[src/rtl/truth_table_sweeper.sv]
// truth_table_sweeper: drives all 16 {a,b,c,d} vectors onto a downstream
// 4-input combinational function and captures its output s_in. After each
// vector has been held for SETTLE cycles, the sample goes into a 16-bit
// truth table and a running ones count.
// Optional feature macro: SWEEP_CHECK_EN. When it is defined, the captured
// table is compared against EXPECTED. When it is undefined, mismatch is tied to 0.
`timescale 1ns/1ps

module truth_table_sweeper #(
    parameter int          SETTLE   = 1,        // legal range 1..15
    parameter logic [15:0] EXPECTED = 16'h0F2A
) (
    input  logic        clk,
    input  logic        rst_n,
    input  logic        start,
    input  logic        s_in,
    output logic        a,
    output logic        b,
    output logic        c,
    output logic        d,
    output logic        busy,
    output logic        done,
    output logic [15:0] table_out,
    output logic [4:0]  ones,
    output logic        mismatch
);

    typedef enum logic [1:0] {
        IDLE,
        SWEEP,
        DONE
    } state_t;

    localparam logic [3:0] HOLD_LAST = 4'(SETTLE - 1);

    state_t      state;
    state_t      state_nxt;
    logic [3:0]  idx;
    logic [3:0]  hold_cnt;
    logic [15:0] table_q;
    logic [4:0]  ones_q;
    logic        sample;

    // The last cycle of each hold window is the one whose closing edge captures s_in.
    assign sample = (state == SWEEP) && (hold_cnt == HOLD_LAST);

    // State register.
    // NOTE: sequential state uses non-blocking assignments only, so every
    // register in the design updates from the same pre-edge values.
    always_ff @(posedge clk or negedge rst_n) begin
        if (!rst_n) begin
            state <= IDLE;
        end else begin
            state <= state_nxt;
        end
    end

    // Next-state logic. start only matters in IDLE, and DONE always lasts exactly one cycle.
    // NOTE: the default is assigned before the case statement so that no path
    // leaves state_nxt unassigned. An unassigned path would infer a latch.
    always_comb begin
        state_nxt = state;
        case (state)
            IDLE:    if (start) state_nxt = SWEEP;
            SWEEP:   if (sample && (idx == 4'd15)) state_nxt = DONE;
            DONE:    state_nxt = IDLE;
            default: state_nxt = IDLE;
        endcase
    end

    // Sweep datapath: vector index, hold counter and capture registers.
    // The results are cleared only when a new sweep is accepted, so the last
    // table stays readable while the block is idle.
    always_ff @(posedge clk or negedge rst_n) begin
        if (!rst_n) begin
            idx      <= 4'd0;
            hold_cnt <= 4'd0;
            table_q  <= 16'd0;
            ones_q   <= 5'd0;
        end else begin
            case (state)
                IDLE: begin
                    idx      <= 4'd0;
                    hold_cnt <= 4'd0;
                    if (start) begin
                        table_q <= 16'd0;
                        ones_q  <= 5'd0;
                    end
                end
                SWEEP: begin
                    if (sample) begin
                        table_q[idx] <= s_in;
                        ones_q       <= ones_q + {4'd0, s_in};
                        hold_cnt     <= 4'd0;
                        if (idx != 4'd15) idx <= idx + 4'd1;
                    end else begin
                        hold_cnt <= hold_cnt + 4'd1;
                    end
                end
                default: begin
                    idx      <= 4'd0;
                    hold_cnt <= 4'd0;
                end
            endcase
        end
    end

`ifdef SWEEP_CHECK_EN
    logic mismatch_q;

    // The comparator result is latched in DONE. It holds until the next accepted start.
    always_ff @(posedge clk or negedge rst_n) begin
        if (!rst_n) begin
            mismatch_q <= 1'b0;
        end else if (state == DONE) begin
            mismatch_q <= (table_q != EXPECTED);
        end else if ((state == IDLE) && start) begin
            mismatch_q <= 1'b0;
        end
    end

    // The table is already complete during the done cycle, so mismatch is
    // valid there as well as afterwards.
    assign mismatch = mismatch_q | ((state == DONE) && (table_q != EXPECTED));
`else
    assign mismatch = 1'b0;
`endif

    assign {a, b, c, d} = (state == SWEEP) ? idx : 4'd0;
    assign busy         = (state == SWEEP);
    assign done         = (state == DONE);
    assign table_out    = table_q;
    assign ones         = ones_q;

endmodule

[config.mk]
export PLATFORM = sky130hd
export DESIGN_NAME = truth_table_sweeper
export DESIGN_NICKNAME = d
export VERILOG_FILES = /design/src/rtl/truth_table_sweeper.sv
export SDC_FILE = /design/constraint.sdc
export NUM_CORES = 1
export LEC_CHECK = 0
export CORE_ASPECT_RATIO = 1.5
export CORE_UTILIZATION = 56
export DETAILED_ROUTE_END_ITERATION = 10
export PLACE_DENSITY = 0.85
export RECOVER_POWER = 50
export SLEW_MARGIN = 30
export SYNTH_ARGS = -nofsm -noshare
export SYNTH_HDL_FRONTEND = slang
export SYNTH_SLANG_ARGS = --single-unit
[constraint.sdc]
create_clock -name clk -period 2.9 [get_ports clk]
set_input_delay 0.58 -clock clk [delete_from_list [all_inputs] [get_ports clk]]
set_output_delay 0.58 -clock clk [all_outputs]
set_load 0.02 [all_outputs]
# == After elaboration in Yosys (flattened, before gate mapping) ==
# Cells that the tools add are included.
# totals
ff_bits,31
latch_bits,0
ram_bits,0
romBits,0
input_bits,4
out_inout_bits,28
n_memories,0
# op_classes
addsub,3
multipliers,0
n_div,0
order_cmp,2
n_eq_ne,8
n_shift,0
n_mux,18
bitwise_logic,0
reduce_logical,9
# op_table
cell,n
2-to-1 mux 16 bit,2
one-hot mux 16 bit (2 select lines),1
2-to-1 mux 4 bit,6
bitwise mux 16 bit,1
2-to-1 mux 5 bit,2
one-hot mux 5 bit (2 select lines),1
"adder 4 x 1 -> 4 bit, second input constant",2
"!= test 2 x 1 -> 1 bit, second input constant",3
adder 5 x 1 -> 5 bit,1
"< comparator 4 x 5 -> 1 bit, second input constant",1
demux 1 bit (select 4 bit),1
"equality test 4 bit, second input constant",1
">= comparator 4 x 1 -> 1 bit, second input constant",1
logical NOT 4 bit,1
2-to-1 mux 2 bit,2
"!= test 4 bit, second input constant",1
one-hot mux 2 bit (2 select lines),1
AND reduction 2 bit,2
logical AND 1 bit,3
AND reduction 3 bit,1
"equality test 2 x 1 -> 1 bit, second input constant",1
"equality test 2 bit, second input constant",1
logical NOT 2 bit,1
"!= test 2 bit, second input constant",1
2 further kinds,2

# == Longest topological paths before layout ==
# Gate-level depths: netlist of run 1.
# logic_depth
depth_word,7
ltp_mapped,7

# == Least setup slack after synthesis of run 1 ==
# OpenSTA, ideal clock, no wires.
# synth_timing
path_kind,register -> output
start,reg state[1]
end,out c
t_arrival_ns,1.046
t_required_ns,2.320
path_slack_ns,1.274
stages_incl_launch_ff,4
path_buffers,1
path_cell_list,dfrtp_1 > nand2b_4 > clkbuf_1 > nor2_1
# synth_between
elab_chain_len,2
# synth_rtl
element,line,text
from (decl),36,state_t state;
from (signal assigned),54,state <= state_nxt;
equality test 2 x 1 -> 1 bit,129,"assign {a, b, c, d} = (state == SWEEP) ? idx : 4'd0;"
2-to-1 mux 4 bit,129,
to (decl),19,"output logic c,"
# Every way passes these cells.

# == Worst setup path after layout of run 1 ==
# layout_timing
start,reg state[1]
end,out b
# layout_between
elab_chain_len,2
# layout_rtl
element,line,text
equality test 2 x 1 -> 1 bit,129,
2-to-1 mux 4 bit,129,
to (decl),18,"output logic b,"
# Every way passes these cells.

==> reports/results.tsv, run 1 <==
metric	value	unit
setup_tns	0	ps
portBuffers	30	
core_area	0.002913	mm^2
synthToLayoutAreaGrowth	21.51	%
crit_fanout	14	
ctsRootBufferMaster	clkbuf_8	
post_cts_resized	0	
nFillCells	213	
critPathKind	flop to primary output	
fin_cells	242	
power.leakage	0.9693	nW
grt_pass1_wl	6610	um
avgSynthCellArea	9.818	um^2
seq_area_frac_synth	44.90	%
cp_data_arrival_time	1810	ps
clk-insertion-delay-late	280	ps
dieArea	0.003316	mm^2
cts_tree	yes	
vias_per_cell	6.169	
p_per_area	1222	mW/mm^2
grt.total_usage	27.68	%
status	finished, violations left	
wire_per_inst	16.20	um
insertedDiodeCount	0	
dp_slack	783.0	ps
fp-row-count	24	
grt_setup_unrepaired	no	
hpwl	2802	um
layout-drive-gt1-share	7.389	%
cts_sinks	31	
end_kind	primary output	
fin_worst_skew	2.439	ps
final_nets	216	
startpoint_type	flop	
cts-hold-fix-buffers	0	
dr.pass1.iters	4	
finalCriticalPeriod	2394	ps
tightest_slew	1665	ps
first_iter_violations	46	
ys_ff_latch	31	
route.detailed.drc	0	
period_share	82.55	%
grt_max_degree	32	
wl	3921	um
cts_setup_buffers	0	
place_inst	236	
multi_input_area	830.8	um^2
grt-ovfl-total	0	
grt_pass1_vias	1441	
final_cell_mix	31 x dfrtp_1, 27 x clkdlybuf4s50_1, 17 x a21oi_1	
cts.path.max_buffers	2	
final-setup-viol-count	0	
initial_core_util	59.32	%
syn_inst	176	
seq_area	775.7	um^2
violations	capacitance limit, slew limit	
ys.warnings.count	0	
placed_cell_area	0.002038	mm^2
fp.dieW	47.36	um
slew_violations	32	
ios	32	
htreeDepth	2	
drv_cap	1	
slew_headroom	-11.01	%
setup_ws	506.0	ps
antenna_found_initial	0	
fmax	417.7	MHz
vias	1493	
synth_nets	188	
synthesis.area	0.001728	mm^2
required	2320	ps
hold_class	flop to flop	
ir_drop	0.9144	mV
ys_types	37	
clk_pin_slew	60	ps
final_common_cell	dfrtp_1	
ant_nets	0	
finalHoldViolCount	0	
numCtsBuffers	5	
fp.dieH	70.03	um
gp_congestion	0.8324	
fin_area	0.002100	mm^2
[final timing paths]
path | start | to | slack, ps | cells past startpoint
setup / recovery | state[1] | b | 510 | 4
hold / removal | table_out[8] | table_out[8] | 510 | 1
setup reg to reg | hold_cnt[0] | table_out[12] | 660 | 7
hold reg to reg | table_out[8] | table_out[8] | 510 | 1
max in group asynchronous | rst_n | hold_cnt[3] | 680 | 2
min in group asynchronous | rst_n | table_out[7] | 1260 | 2
[metrics by stage]
step	util, %	power (mW)	hold WS, ps
finish	72.08	2.565	509.0
global route	72.08	2.756	536.1
CTS	72.47	2.591	515.8
detailed placement	69.97	2.277	502.7
global placement	69.97	2.198	476.3
floorplan	-	1.718	284.4
[layer usage]
layer	vias to the layer above	track usage, %	part of all wire (%)
met3	11	8.010	5.0
met1	746	32.77	39
met4	0	13.02	2.3
li1	687	-	-
met5	-	0	0
met2	49	43.84	53
[layout make-up]
cell class                 instances  area share [%]
clock buffer                       6           3.457
timing repair buffer              35           15.55
inverter                          12           2.145
tap                               39           2.324
multi-input combinational        119           39.57
sequential                        31           36.95
[state kept, by name (all words and copies together) (netlist names)]
name	flops
ones	5
hold_cnt	4
state	2
table_out	16
idx	4
[critical path, stage by stage (launching register included)]
cell and delay, ps:
dfrtp_1 410, nand2b_4 230, inv_2 140, and2_1 140, clkdlybuf4s50_1 600
[logic make-up (layout without fill, tap and decap cells)]
logic type / after synthesis / count (layout) / synth area share (%)
compound gates: 45 / 45 / 18.97
xor+xnor: 2 / 2 / 1.014
fa+ha+maj: 8 / 8 / 5.793
buf+inv: 26 / 53 / 7.024
flops: 31 / 31 / 44.89
mux: 2 / 2 / 1.159
other cells: 1 / 1 / 0.2170
simple gates: 61 / 61 / 20.93
[power breakdown]
part           switching, mW  internal (mW)  total [mW]  leakage [nW]
registers              0.187          0.604       0.791         0.395
clock network          0.149          0.159       0.308        0.0371
logic                  0.805          0.661        1.47         0.537
total                   1.14           1.42        2.56         0.969
[Yosys cell counts (all sizes together)]
library cell | n | area (um^2)
buf | 7 | 50.05
o21bai | 1 | 7.510
a221o | 12 | 120.1
a211o | 6 | 52.55
dfrtp | 31 | 775.7
mux2i | 2 | 20.02
xnor2 | 1 | 8.760
nor2 | 4 | 15.01
nand3b | 3 | 22.52
inv | 12 | 45.04
nand2b | 1 | 13.76
nor3 | 12 | 80.08
nor3b | 2 | 15.01
nand3 | 7 | 35.03
a211oi | 1 | 7.510
nand2 | 15 | 56.30
ha | 8 | 100.1
nor2b | 3 | 18.77
nor4 | 2 | 27.53
a41oi | 1 | 8.760
or3b | 1 | 8.760
and2 | 4 | 25.02
clkbuf | 7 | 26.28
a311oi | 1 | 8.760
a31oi | 1 | 6.260
and3 | 7 | 43.79
o21ai | 3 | 15.01
a31o | 1 | 8.760
o21a | 1 | 7.510
conb | 1 | 3.750
xor2 | 1 | 8.760
a21oi | 17 | 85.08
No activity file was read; power rests on OpenSTA's default activity.
==> inputs of run 2 (changes only) <==
CORE_UTILIZATION = 47   (was 56)
PLACE_DENSITY = 0.76   (was 0.85)
clock period = 2.2 ns   (was 2.9 ns; I/O delays follow)
==> run 2 against run 1 <==
  * The run now ends clean
  * Count of clock-buffer cells in the layout did not move
  * Sequential power rose by 26%
  * Non-clock buffer count increased by 4
  * Combinational power is 37% higher
  * Routed wire length is 2.3% higher
  * Clock skew grew 2.7 ps
  * Clock power rose by 46%
  * Largest cell class unchanged
==> reports/results.tsv, run 2 (same netlist as run 1, synthesis figures left out) <==
metric	value	unit
status	finished, final reports clean	
end_kind	primary output	
vias_per_cell	5.824	
power.leakage	1.023	nW
hold_depth	1	
route.detailed.drc	0	
first_iter_violations	51	
slew_headroom	48.56	%
portBuffers	30	
grt_pass1_vias	1457	
ir_drop	1.101	mV
grt-ovfl-total	0	
rr_worst_depth	6	
slew_violations	0	
fin_worst_skew	5.101	ps
grt_setup_unrepaired	no	
dieArea	0.003928	mm^2
largest_reg_flops	16	
fp.dieW	51.51	um
ctsRootBufferMaster	clkbuf_8	
final_common_cell	dfrtp_1	
period_share	96.81	%
final_nets	220	
p_per_area	1610	mW/mm^2
cp_data_arrival_time	1690	ps
fmax	469.5	MHz
grt_pass1_wl	6693	um
hpwl	2824	um
clk-insertion-delay-late	280	ps
setup_tns	0	ps
hold_class	flop to flop	
tightest_slew	771.5	ps
cts_sinks	31	
gp_congestion	0.8056	
numCtsBuffers	5	
grt_max_degree	32	
finalCriticalPeriod	2130	ps
initial_core_util	50.11	%
grt.total_usage	22.73	%
drv_cap	0	
fin_hold_ws	504.8	ps
fp.dieH	76.26	um
core_area	0.003448	mm^2
critPathKind	flop to primary output	
dr.pass1.iters	4	
cts.path.max_buffers	2	
crit_fanout	14	
antenna_found_initial	0	
synthToLayoutAreaGrowth	24.40	%
layout-drive-gt1-share	10.58	%
ios	32	
fp-row-count	26	
final-setup-viol-count	0	
insertedDiodeCount	0	
htreeDepth	2	
wl	4010	um
required	1760	ps
wire_per_inst	16.04	um
finalHoldViolCount	0	
vias	1456	
clk_pin_slew	60	ps
final_cell_mix	31 x dfrtp_1, 22 x clkdlybuf4s50_1, 17 x a21oi_1	
startpoint_type	flop	
ant_nets	0	
cts_tree	yes	
[run 2: cell count changes in the layout (fill, tap and decap cells not counted), moves of 2 or more]
cell / before / now
dlygate4sd2_1: 0 / 2
buf_4: 2 / 6
dlygate4sd3_1: 3 / 5
clkdlybuf4s50_1: 27 / 22
clkbuf_1: 4 / 2
[run 2: what timing repair did]
| item | 4_1_cts | 5_1_grt |
|---|---|---|
| gates resized for setup | 2 | 1 |
| cloned | 0 | 0 |
| setup endpoints to repair | 2 | 1 |
| hold buffers | 0 | 0 |
| endpoints found under the hold margin | 0 | 0 |
| setup buffers | 0 | 0 |
[run 2: metrics by stage]
stage / worst slack, ps / instance area (um^2) / cells / utilization (%) / power (mW)
6_report: 70.20 / 2150 / 250 / 62.34 / 3.460
5_1_grt: 19.46 / 2150 / 250 / 62.34 / 3.701
4_1_cts: 66.38 / 2157 / 250 / 62.55 / 3.497
3_3_place_gp: 277.5 / 2072 / 243 / 60.09 / 2.970
2_1_floorplan: 635.0 / 1728 / 176 / - / 2.264
3_5_place_dp: 224.6 / 2072 / 243 / 60.09 / 3.045
[run 2: worst paths after layout]
path / from / slack [ps] / endpoint
max: state[1] / 70 / d
min: hold_cnt[0] / 500 / hold_cnt[0]
max reg2reg: hold_cnt[0] / 230 / table_out[14]
min reg2reg: hold_cnt[0] / 500 / hold_cnt[0]
max in group asynchronous: rst_n / 940 / idx[0]
min in group asynchronous: rst_n / 770 / table_out[7]
[run 2: worst max-delay path, cell delays in order, from the launching register on]
cell             delay (ps)
dfrtp_1                 410
nand2b_4                230
nor2_1                  150
clkdlybuf4s50_1         620
[run 2: routing by layer]
| layer | global-route usage (%) | wire (um) | up-vias |
|---|---|---|---|
| li1 | - | - | 690 |
| met1 | 26.36 | 1667 | 706 |
| met2 | 38.44 | 2062 | 49 |
| met3 | 5.389 | 186 | 11 |
| met4 | 10.00 | 93 | 0 |
| met5 | 0 | 0 | - |
[run 2: final cells by class]
type                    count  area, um^2
clock buffers               6       82.58
clock inverters             1       5.005
fillers                   322        1299
inverters                  12       45.04
multi-input cells         119       830.8
flip-flops and latches     31       775.7
well taps                  42       52.55
repair buffers             39       357.8
[run 2: where the power goes]
part	switching, mW	leakage (nW)	internal (mW)
Sequential	0.200	0.395	0.797
Clock	0.205	0.0470	0.245
Combinational	1.12	0.581	0.893
==> inputs of run 3 (changes only) <==
CTS_CLUSTER_DIAMETER = 150   (was default)
==> results of run 3 <==
The final DEF is identical to that of run 2; final timing and power are the same.
